===== config.mk =====
export PLATFORM = sky130hd
export DESIGN_NAME = uart_rx_top
export DESIGN_NICKNAME = d
export VERILOG_FILES = /design/src/rtl/uart_pkg.sv /design/src/rtl/uart_rx_sync.sv /design/src/rtl/uart_rx_top.sv
export SDC_FILE = /design/constraint.sdc
export NUM_CORES = 1
export LEC_CHECK = 0
export CORE_UTILIZATION = 59
export DETAILED_ROUTE_END_ITERATION = 10
export PLACE_DENSITY_LB_ADDON = 0.12
export SYNTH_ARGS = -nofsm -noshare
export SYNTH_HDL_FRONTEND = slang
export SYNTH_SLANG_ARGS = --single-unit
export TNS_END_PERCENT = 50

===== constraint.sdc =====
create_clock -name clk -period 4.3 [get_ports clk]
set_input_delay 0.86 -clock clk [delete_from_list [all_inputs] [get_ports clk]]
set_output_delay 0.86 -clock clk [all_outputs]
set_load 0.03 [all_outputs]

===== src/rtl/uart_pkg.sv =====
// uart_pkg: state encoding, oversampling constants and parity helper shared by the UART RX and TX stages
package uart_pkg;
   typedef enum logic [2:0] {IDLE, START, DATA, PARITY, STOP, WAIT_HIGH} rx_state_t;
   localparam int OVERSAMPLE = 16;
   localparam int MID_TICK = 7;
   localparam logic [1:0] WLS_5 = 2'b00;
   localparam logic [1:0] WLS_6 = 2'b01;
   localparam logic [1:0] WLS_7 = 2'b10;
   localparam logic [1:0] WLS_8 = 2'b11;
   function automatic logic exp_parity(input logic [7:0] d, input logic eps, input logic stk);
      return stk ? ~eps : (eps ? ^d : ~^d);
   endfunction
endpackage


===== src/rtl/uart_rx_sync.sv =====
// uart_rx_sync: two-flop synchronizer for the asynchronous serial line, resets to the idle-high level
module uart_rx_sync (
   input  logic clk,
   input  logic rst,
   input  logic rx,
   output logic rx_sync
);
   logic meta;
   // shift the line through two flops; reset to 1 so a reset never looks like a start bit
   always_ff @(posedge clk)
      if (!rst) {rx_sync, meta} <= 2'b11;
      else {rx_sync, meta} <= {meta, rx};
endmodule


===== src/rtl/uart_rx_top.sv =====
// uart_rx_top: 16x oversampled UART receiver with parity, framing and break detection
module uart_rx_top (
   input  logic       clk,
   input  logic       rst,
   input  logic       baud_pulse,
   input  logic       rx,
   input  logic       pen,
   input  logic       eps,
   input  logic       sticky_parity,
   input  logic [1:0] wls,
   output logic       push,
   output logic [7:0] dout,
   output logic       pe,
   output logic       fe,
   output logic       bi
);
   import uart_pkg::*;
   rx_state_t  state;
   logic       rxs;
   logic [3:0] cnt;
   logic [2:0] idx;
   logic [7:0] shift;
   logic       pen_q, eps_q, stk_q;
   logic [1:0] wls_q;
   logic       perr, zero, full, last;
   uart_rx_sync u_sync (.clk(clk), .rst(rst), .rx(rx), .rx_sync(rxs));
   assign full = cnt == 4'(OVERSAMPLE - 1);
   assign last = idx == 3'd4 + {1'b0, wls_q};
   // frame FSM: the tick counter free-wraps every 16 baud pulses, so each wrap lands on a bit centre
   always_ff @(posedge clk) begin
      if (!rst) begin
         state <= IDLE;
         cnt   <= '0;
         idx   <= '0;
         shift <= '0;
         pen_q <= 1'b0;
         eps_q <= 1'b0;
         stk_q <= 1'b0;
         wls_q <= WLS_5;
         perr  <= 1'b0;
         zero  <= 1'b0;
         push  <= 1'b0;
         dout  <= '0;
         pe    <= 1'b0;
         fe    <= 1'b0;
         bi    <= 1'b0;
      end else begin
         push <= 1'b0;
         if (baud_pulse) begin
            cnt <= cnt + 4'd1;
            case (state)
               IDLE: begin
                  cnt <= '0;
                  if (!rxs) state <= START;
               end
               START: if (cnt == 4'(MID_TICK)) begin
                  cnt <= '0;
                  state <= rxs ? IDLE : DATA;
                  pen_q <= pen;
                  eps_q <= eps;
                  stk_q <= sticky_parity;
                  wls_q <= wls;
                  idx   <= '0;
                  shift <= '0;
                  perr  <= 1'b0;
                  zero  <= 1'b1;
               end
               DATA: if (full) begin
                  shift[idx] <= rxs;
                  zero <= zero & ~rxs;
                  idx  <= idx + 3'd1;
                  if (last) state <= pen_q ? PARITY : STOP;
               end
               PARITY: if (full) begin
                  perr  <= rxs != exp_parity(shift, eps_q, stk_q);
                  zero  <= zero & ~rxs;
                  state <= STOP;
               end
               STOP: if (full) begin
                  push  <= 1'b1;
                  dout  <= shift;
                  pe    <= perr;
                  fe    <= ~rxs;
                  bi    <= zero & ~rxs;
                  state <= rxs ? IDLE : WAIT_HIGH;
               end
               WAIT_HIGH: if (rxs) state <= IDLE;
               default: state <= IDLE;
            endcase
         end
      end
   end
endmodule


# Word level (Yosys, flattened, before mapping)
# Index checks and enable logic that the tools add are counted.
dict set report word_totals {
  inputBits 9
  reg_bits 39
  word_cells 88
}
dict set report op_classes {
  muxes 31
  n_eq_ne 17
  n_bitwise 3
  magnitude_cmp 2
  add_sub_neg 3
  n_reduce_logical 15
}
# cell n
set ops {}
lappend ops {{$mux W3} 11}
lappend ops {{$pmux W3 S6} 1}
lappend ops {{$mux W8} 2}
lappend ops {{$pmux W8 S2} 1}
lappend ops {{$ne A2 B2 Y1 const B} 6}
lappend ops {{$reduce_and A4 Y1} 3}
lappend ops {{$reduce_and A3 Y1} 3}
lappend ops {{$bwmux W8} 1}
lappend ops {{$mux W1} 8}
lappend ops {{$pmux W4 S2} 1}
lappend ops {{$reduce_and A8 Y1} 1}
lappend ops {{$reduce_xnor A8 Y1} 1}
lappend ops {{$reduce_xor A8 Y1} 1}
lappend ops {{$eq A3 B2 Y1 const B} 2}
lappend ops {{$eq A3 B3 Y1 const B} 2}
lappend ops {{$pmux W3 S2} 1}
lappend ops {{$reduce_bool A2 Y1} 3}
lappend ops {{$add A4 B1 Y4 const B} 1}
lappend ops {{$eq A4 B3 Y1 const B} 1}
lappend ops {{$eq A4 B4 Y1 const B} 1}
lappend ops {{$lt A3 B4 Y1 const B} 1}
lappend ops {{$mux W4} 1}
lappend ops {{$ne A2 B1 Y1 const B} 2}
lappend ops {{$pmux W1 S2} 2}
lappend ops {{13 further kinds} 14}

# Longest topological paths before layout
# Gate-level depths: netlist of run 1.
dict set report depth {
  ltp_word 7
  depth_mapped 8
  ltp_nobuf 6
}

# Cells and area by module
# From an unflattened synthesis of run 1, not the netlist that was laid out.
dict set report unflattened {
  hier_cells 218
  area_unflattened_um2 2001.9
}
# mod cells_each area_each_um2 n_inst seq_area_each_um2
set by_module_without_submodules {}
lappend by_module_without_submodules {uart_rx_top 214 1949.4 1 740.7}
lappend by_module_without_submodules {uart_rx_sync 4 52.6 1 40.0}

# Least setup slack after synthesis of run 1
# No wires, ideal clock.
dict set report synth_path {
  path_kind {input to register}
  from {input baud_pulse}
  to {register shift[0]}
  arrival_ps 2050
  path_stages 6
  setup_slack_ps 2118
  required_ps 4168
  n_path_buf 1
  setup_ps 132
  cell_sequence {buf_2 nand3_1 nor4_2 o21bai_1 o311ai_1 o41ai_1}
}
dict set report synth_between {
  elab_chain_len 1
}
# item line
set synth_rtl {}
lappend synth_rtl {{from (decl)} uart_rx_top.sv:5} ;# input logic baud_pulse,
lappend synth_rtl {{$reduce_and A4 Y1 (no line)} --}
lappend synth_rtl {{to (signal, indexed assignment)} uart_rx_top.sv:69} ;# shift[idx] <= rxs;
lappend synth_rtl {{to (decl)} uart_rx_top.sv:22} ;# logic [7:0] shift;
# Every way passes these cells.
# A chain may end at the register's enable or synchronous reset.

# Worst setup path after layout of run 1
dict set report layout_path {
  from {input baud_pulse}
  to {register shift[4]}
}
# Same word-level chain as after synthesis.

==> reports/qor.log, run 1 <==
INFO  outcome        outcome=completed
INFO  synth          synthesis.area=1891µm²
INFO  finish         final_layout_size_suffix_gt1_frac=0.07895
INFO  sta            finClkSkew=6.057ps
INFO  sta            hold_viol=0
INFO  power          total_power=0.0007605W
INFO  finish         num-fill-cells=250
INFO  flow_run       maxCapViolations=0
INFO  global_routing grt_antenna_before_repair=0
INFO  synth          yosys.cell_types.count=47
INFO  synth          commonest_register_cell_after_synthesis=dfxtp_1
INFO  cts            cts-buffers-inserted=5
INFO  drt            drt_iter0_drcs=90
INFO  floorplan      coreArea=3053µm²
INFO  sta            worst-slew-pin-transition=687.7ps
INFO  sta            fmax=368.5MHz
INFO  sta            final.min_clock_period=2714ps
INFO  min_path       min_from=u_sync.meta
INFO  synth          ys_async_sr_fraction=0
INFO  setup_path     timing.setup.critical_path_class=in -> reg
INFO  finish         synthToLayoutAreaGrowth=16.21%
INFO  setup_path     crit_start=baud_pulse
INFO  setup_path     critPathCaptureType=flip-flop
INFO  global_routing global_route.usage.total=0.2529
INFO  drt            drt_wl_total=3945µm
INFO  global_routing grt_pass1_vias=1428
INFO  sta            setup_viol_count_final=0
INFO  cts            clk-insertion-delay-late=350ps
INFO  synth          avg_inst_size_synth=8.918µm²
INFO  floorplan      row_count=20
INFO  global_routing grt_max_degree=26
INFO  sta            timing_max_transition_violations_final=0
INFO  synth          synth.ff_latch_count=39
INFO  synth          synth.yosys.warnings=0
INFO  synth          synth_edf_count=0
INFO  finish         layout.nets=238
INFO  synth          netlist_top_cells_area=dfxtp_1, mux2i_1, nor2_1
INFO  place          place.port_buffers=20
INFO  floorplan      die_height=58.61µm
INFO  floorplan      die_outline_area=3435µm²
INFO  place          place_congestion=0.9469
INFO  global_routing grt_first_pass_wirelength=6437µm
INFO  sta            fin_crit_sh=0.6311
INFO  drt            vias_per_cell=5.798
INFO  synth          netlist.area_leader.share=0.4130
INFO  cts            gates_resized_cts_repair=0
INFO  global_routing grt_overflow=0
INFO  setup_path     cp-start-kind=input port
INFO  cts            htree_num_levels=2
INFO  floorplan      dieWidth=58.61µm
INFO  synth          synth-seq-area-share=0.4130
INFO  power          power.density=346.2nW/µm²
INFO  place          hpwl=2784µm
INFO  setup_path     timing.critical_path.required=4580ps
INFO  cts            cts.reportedPaths.clkPinSlew=120ps
INFO  setup_path     worst_r2r_startpoint=cnt[0]
INFO  cts            tritoncts=done
INFO  cts            cts.repair_timing.setup_buffer_count=0
INFO  cts            hold_buffers=0
INFO  cts            clk_root_buffer_cell=clkbuf_4
INFO  sta            timing.slew.headroom=0.5416
INFO  synth          post_syn_instances=212
INFO  synth          postSynthNetCount=223
INFO  min_path       worstHoldPathType=reg -> reg
INFO  floorplan      io_pins=21
INFO  drt            wl_per_cell=14.50µm
INFO  power          total_leakage_power=0.8484nW
INFO  drt            drt_drc_violations_left=0
INFO  drt            antenna_violating_nets_post_route=0
INFO  power          vdd.ir_drop.worst=0.0002364V
INFO  drt            dr.pass1.iters=5
INFO  setup_path     cp_max_fo=12
INFO  setup_path     timing.critical_path.arrival=3000ps
INFO  cts            clkSinkCount=39
INFO  cts            clockBufferDepth=2
INFO  finish         antenna_cells=0
INFO  sta            timing.setup.tns=0ps
INFO  sta            rsz0062_at_grt=false
INFO  drt            vias=1577
INFO  floorplan      floorplan.initialDensity=0.6193
INFO  synth          synthDominantAreaCellType=dfxtp_1
INFO  setup_path     r2r_setup_slack=2160ps
-- final timing paths --
kind | endpoint | cells past startpoint
worst max-delay path | shift[4] | 7
worst min-delay path | u_sync.rx_sync | 1
worst max register to register | shift[4] | 7
worst min register to register | u_sync.rx_sync | 1
-- cell usage after synthesis, types with 3 or more instances --
cell       n
dfxtp_1   39
nor2_1    33
mux2i_1   21
nand2_1   17
xnor2_1   10
a21oi_1    8
clkbuf_1   8
o21ai_0    7
nand2b_1   6
buf_2      4
nand3b_1   4
nor3_1     4
xor2_1     4
and3_1     3
inv_1      3
nand3_1    3
-- kinds of logic after synthesis --
group                    Yosys count  synth area share
flip-flops                        39            0.4130
buffers and inverters             17           0.03839
AO/OA/AOI/OAI                     33            0.1152
adder cells (fa/ha/maj)            2           0.01323
XOR/XNOR                          14           0.06485
multiplexers                      21            0.1112
AND/OR/NAND/NOR                   86            0.2442
-- layout by cell type, fill, tap and decap left out, drive strengths merged, types with 5 or more instances in the layout --
cell type,synthesis,routed
xnor2,10,10
nand2b,7,7
nand2,17,17
nor3,5,5
dfxtp,39,39
clkdlybuf4s50,0,20
clkbuf,8,6
o21ai,7,7
nor2,33,33
mux2i,21,21
a21oi,8,8
-- registers in the layout, indices dropped and copies added, names as in the netlist, 2 cells and up --
register and flops:
dout 8, idx 3, shift 8, state 3
wls_q 2, cnt 4
-- per-layer routing --
| layer | up-vias | routed length, µm | track usage |
|---|---|---|---|
| met2 | 58 | 1919 | 0.4105 |
| met1 | 738 | 1711 | 0.3134 |
| met5 | - | 0 | 0 |
| li1 | 767 | - | - |
| met3 | 14 | 212 | 0.07692 |
| met4 | 0 | 101 | 0.1054 |
-- critical path, cell delays in order --
cell             delay, ps
clkdlybuf4s50_1        710
nand3_1                250
nor4_2                 270
buf_4                  250
o21bai_1               210
nor3b_2                240
mux2i_1                210
-- per-stage QoR --
step | instance area (µm²) | hold WS, ps | util | instances | setup slack, ps
final | 2197 | 419.4 | 0.7197 | 272 | 1586
after global routing | 2197 | 442.3 | 0.7197 | 272 | 1428
after CTS | 2197 | 417.1 | 0.7197 | 272 | 1619
after detailed placement | 2096 | 394.7 | 0.6865 | 264 | 1237
after global placement | 2096 | 388.4 | 0.6865 | 264 | 1387
after floorplan | 1891 | 386.3 | - | 212 | 2118
-- where the power goes --
part,total [W],internal (W),switching (W)
clock,0.000304,0.000181,0.000123
combinational,0.0000721,0.0000334,0.0000387
sequential,0.000384,0.000368,0.0000162
-- area by class of cell --
cell class | count | area [µm²] | area share
multi-input combinational | 156 | 1037 | 0.4721
sequential | 39 | 780.7 | 0.3554
timing repair buffer | 21 | 207.7 | 0.09453
clock inverter | 2 | 60.06 | 0.02733
tap | 44 | 55.05 | 0.02506
clock buffer | 6 | 41.29 | 0.01879
inverter | 4 | 15.01 | 0.006834
(Power assumes the default switching activity.)
==> inputs of run 2 (changes only) <==
- CORE_UTILIZATION: 59 -> 55
- clock period: 4.3 -> 2.8 ns (I/O delays scaled with it)
==> run 2 against run 1 <==
Net effect:
- setup slack lost 940 ps
- critical path depth is 1 lower
- final area shrank 0.63%
- critical endpoint is now shift[0]
- largest cell class unchanged
- largest power group unchanged
- highest routed layer unchanged
==> reports/qor.log, run 2 (synthesis results as in run 1) <==
INFO  cts            cts.reportedPaths.clkPinSlew=130ps [about the same]
INFO  place          place_congestion=0.9224 [-2.6%]
INFO  drt            vias_per_cell=5.616 [-3.1%]
INFO  sta            setup_viol_count_final=0 [unchanged]
INFO  drt            dr.pass1.iters=4 [-1]
INFO  setup_path     worst_r2r_startpoint=cnt[0]
INFO  setup_path     regToRegEndpoint=shift[0]
INFO  global_routing global_route.usage.total=0.2312 [-0.02174]
INFO  cts            hold_buffers=0 [unchanged]
INFO  power          seq_power_share=0.595 [+0.090]
INFO  setup_path     cp-start-kind=flip-flop
INFO  min_path       min_from=u_sync.meta
INFO  setup_path     timing.setup.critical_path_class=reg -> reg
INFO  cts            clk-insertion-delay-late=350ps [about the same]
INFO  sta            fin_crit_sh=0.7688
INFO  sta            final_critical_path_setup_slack=647.2ps [-939.0 ps]
INFO  finish         mostFrequentLayoutCells=dfxtp_1, nor2_1, mux2i_1
INFO  min_path       min_to=u_sync.rx_sync
INFO  setup_path     critical-path-max-stage-delay=450ps [-260 ps]
INFO  power          combinationalPowerShare=0.112 [+0.017]
INFO  global_routing grt_overflow=0 [unchanged]
INFO  min_path       timing.hold.worst_path_depth=1 [unchanged]
INFO  finish         fin_util=0.6925 [-0.02721]
INFO  cts            cts.repair_timing.setup_buffer_count=0 [unchanged]
INFO  finish         synthToLayoutAreaGrowth=15.49%
INFO  power          clockPowerShare=0.293 [-0.107]
INFO  global_routing grt_antenna_before_repair=0 [unchanged]
INFO  setup_path     slowest_stage=nor4_2
INFO  drt            drt_iter0_drcs=89 [-1.1%]
INFO  outcome        outcome=completed
INFO  sta            timing.slew.headroom=0.5395 [-0.002031]
INFO  sta            rsz0062_at_grt=false
INFO  floorplan      floorplan.initialDensity=0.5996 [-0.01966]
INFO  sta            hold_viol=0 [unchanged]
INFO  floorplan      dieWidth=60.63µm [+3.5%]
INFO  drt            antenna_violating_nets_post_route=0 [unchanged]
INFO  global_routing grt_max_degree=25 [-3.8%]
INFO  sta            fmax=464.5MHz
INFO  flow_run       maxCapViolations=0 [unchanged]
INFO  cts            cts-buffers-inserted=5 [unchanged]
INFO  sta            final.min_clock_period=2153ps
INFO  place          place_worst_setup_slack=344.2ps [-892.5 ps]
INFO  setup_path     critPathCaptureType=flip-flop
INFO  floorplan      die_height=60.63µm [+3.5%]
INFO  drt            vias=1550 [-1.7%]
INFO  finish         layout.nets=242 [+1.7%]
INFO  sta            timing.setup.tns=0ps [unchanged]
INFO  setup_path     cp_max_fo=6 [-6]
INFO  floorplan      coreArea=3153µm² [+3.3%]
INFO  sta            whs=417.6ps [-1.828 ps]
INFO  drt            wl_per_cell=13.32µm [-8.1%]
INFO  setup_path     timing.critical_path.required=3030ps [-1550 ps]
INFO  global_routing grt_first_pass_wirelength=6306µm [-2.0%]
INFO  cts            gates_resized_cts_repair=0 [unchanged]
INFO  floorplan      die_outline_area=3676µm² [+7.0%]
INFO  place          place.port_buffers=20 [unchanged]
INFO  sta            timing_max_transition_violations_final=0 [unchanged]
INFO  setup_path     path_delay_family=compound AO/OA/AOI/OAI gates
INFO  finish         largest_registers=dout: 8 flops, shift: 8 flops, cnt: 4 flops
INFO  power          power.density=454.3nW/µm² [+31%]
INFO  setup_path     critical_path_buf_inv_count=0 [-2]
INFO  power          vdd.ir_drop.worst=0.0003149V [+33%]
INFO  setup_path     crit_path_cell_trace=ha_1 > nand3_1 > nor4_2 > o21bai_1 > o311ai_1 > o41ai_1
INFO  power          p_sw=0.0002770W [+56%]
INFO  power          total_leakage_power=0.8430nW [-0.63%]
INFO  sta            finClkSkew=16.39ps [+10.34 ps]
INFO  drt            drt_wl_total=3677µm [-6.8%]
INFO  cts            clkSinkCount=39 [unchanged]
INFO  drt            drt_drc_violations_left=0 [unchanged]
INFO  global_routing grt_pass1_vias=1399 [-2.0%]
INFO  setup_path     r2r_setup_slack=650ps [-1510 ps]
INFO  finish         final_layout_size_suffix_gt1_frac=0.09914 [+0.02019]
INFO  cts            tritoncts=done
INFO  finish         num-fill-cells=275 [+10%]
INFO  setup_path     timing.critical_path.arrival=2380ps [-620 ps]
INFO  power          netSwitchingFraction=0.2792 [+0.04539]
INFO  floorplan      row_count=20 [unchanged]
INFO  cts            clk_root_buffer_cell=clkbuf_4
INFO  min_path       worstHoldPathType=reg -> reg
INFO  cts            clockBufferDepth=2 [unchanged]
INFO  sta            worst-slew-pin-transition=690.7ps [+3.046 ps]
INFO  cts            htree_num_levels=2 [unchanged]
INFO  floorplan      io_pins=21 [unchanged]
INFO  finish         layout.cells.most_common=dfxtp_1
INFO  place          hpwl=2633µm [-5.4%]
INFO  power          p_int=0.0007148W [+23%]
INFO  finish         antenna_cells=0 [unchanged]
INFO  setup_path     rr_worst_depth=6 [-1]
run 2: changes by cell type in the layout (fill, tap and decap cells not counted):
cell        previous run  this run
clkinv_2               0         1
clkbuf_1               1         0
bufinv_16              2         0
clkinvlp_4             0         2
buf_4                  1         5
run 2: how the worst max path moves through the flow:
stage	start	endpoint	slack [ps]	cells after the start
floorplan	baud_pulse	shift[0]	920	6
global placement	baud_pulse	shift[0]	400	6
detailed placement	baud_pulse	shift[4]	340	6
CTS	cnt[0]	shift[4]	650	6
global route	cnt[0]	shift[4]	490	6
finish	cnt[0]	shift[0]	650	6
run 2: area by class of cell:
class,instances,area (µm²),area share
Clock buffer,5,37.54,0.01719
Inverter,4,15.01,0.006877
Tap cell,44,55.05,0.02521
Timing Repair Buffer,25,237.7,0.1089
Clock inverter,3,20.02,0.009169
Sequential cell,39,780.7,0.3576
Multi-Input combinational cell,156,1037,0.4751
run 2: worst reg2reg max path, cell delays in order, from the launching register on:
cell and delay, ps:
dfxtp_1 400, ha_1 300, nand3_1 190, nor4_2 450
o21bai_1 280, o311ai_1 300, o41ai_1 120
run 2: routing by layer:
metal	vias up	GRT usage	wire length [µm]
li1	779	-	-
met2	49	0.3799	1739
met3	4	0.04478	208
met4	0	0.08766	35
met5	-	0	0
met1	718	0.3009	1693
run 2: power groups by stage:
stage / combinational, W / clock [W] / sequential (W)
after CTS: 0.000110 / 0.000294 / 0.000589
after global routing: 0.000124 / 0.000320 / 0.000592
final: 0.000111 / 0.000291 / 0.000590
after floorplan: 0.0000997 / 0 / 0.000582
after detailed placement: 0.000110 / 0 / 0.000601
after global placement: 0.000106 / 0 / 0.000601
run 2: through the flow:
step           area (µm²)   power, W  instances
2_1_floorplan        1891  0.0006818        212
3_3_place_gp         2126  0.0007074        268
3_5_place_dp         2126  0.0007109        268
6_report             2183  0.0009918        276
5_1_grt              2183   0.001037        276
4_1_cts              2183  0.0009928        276
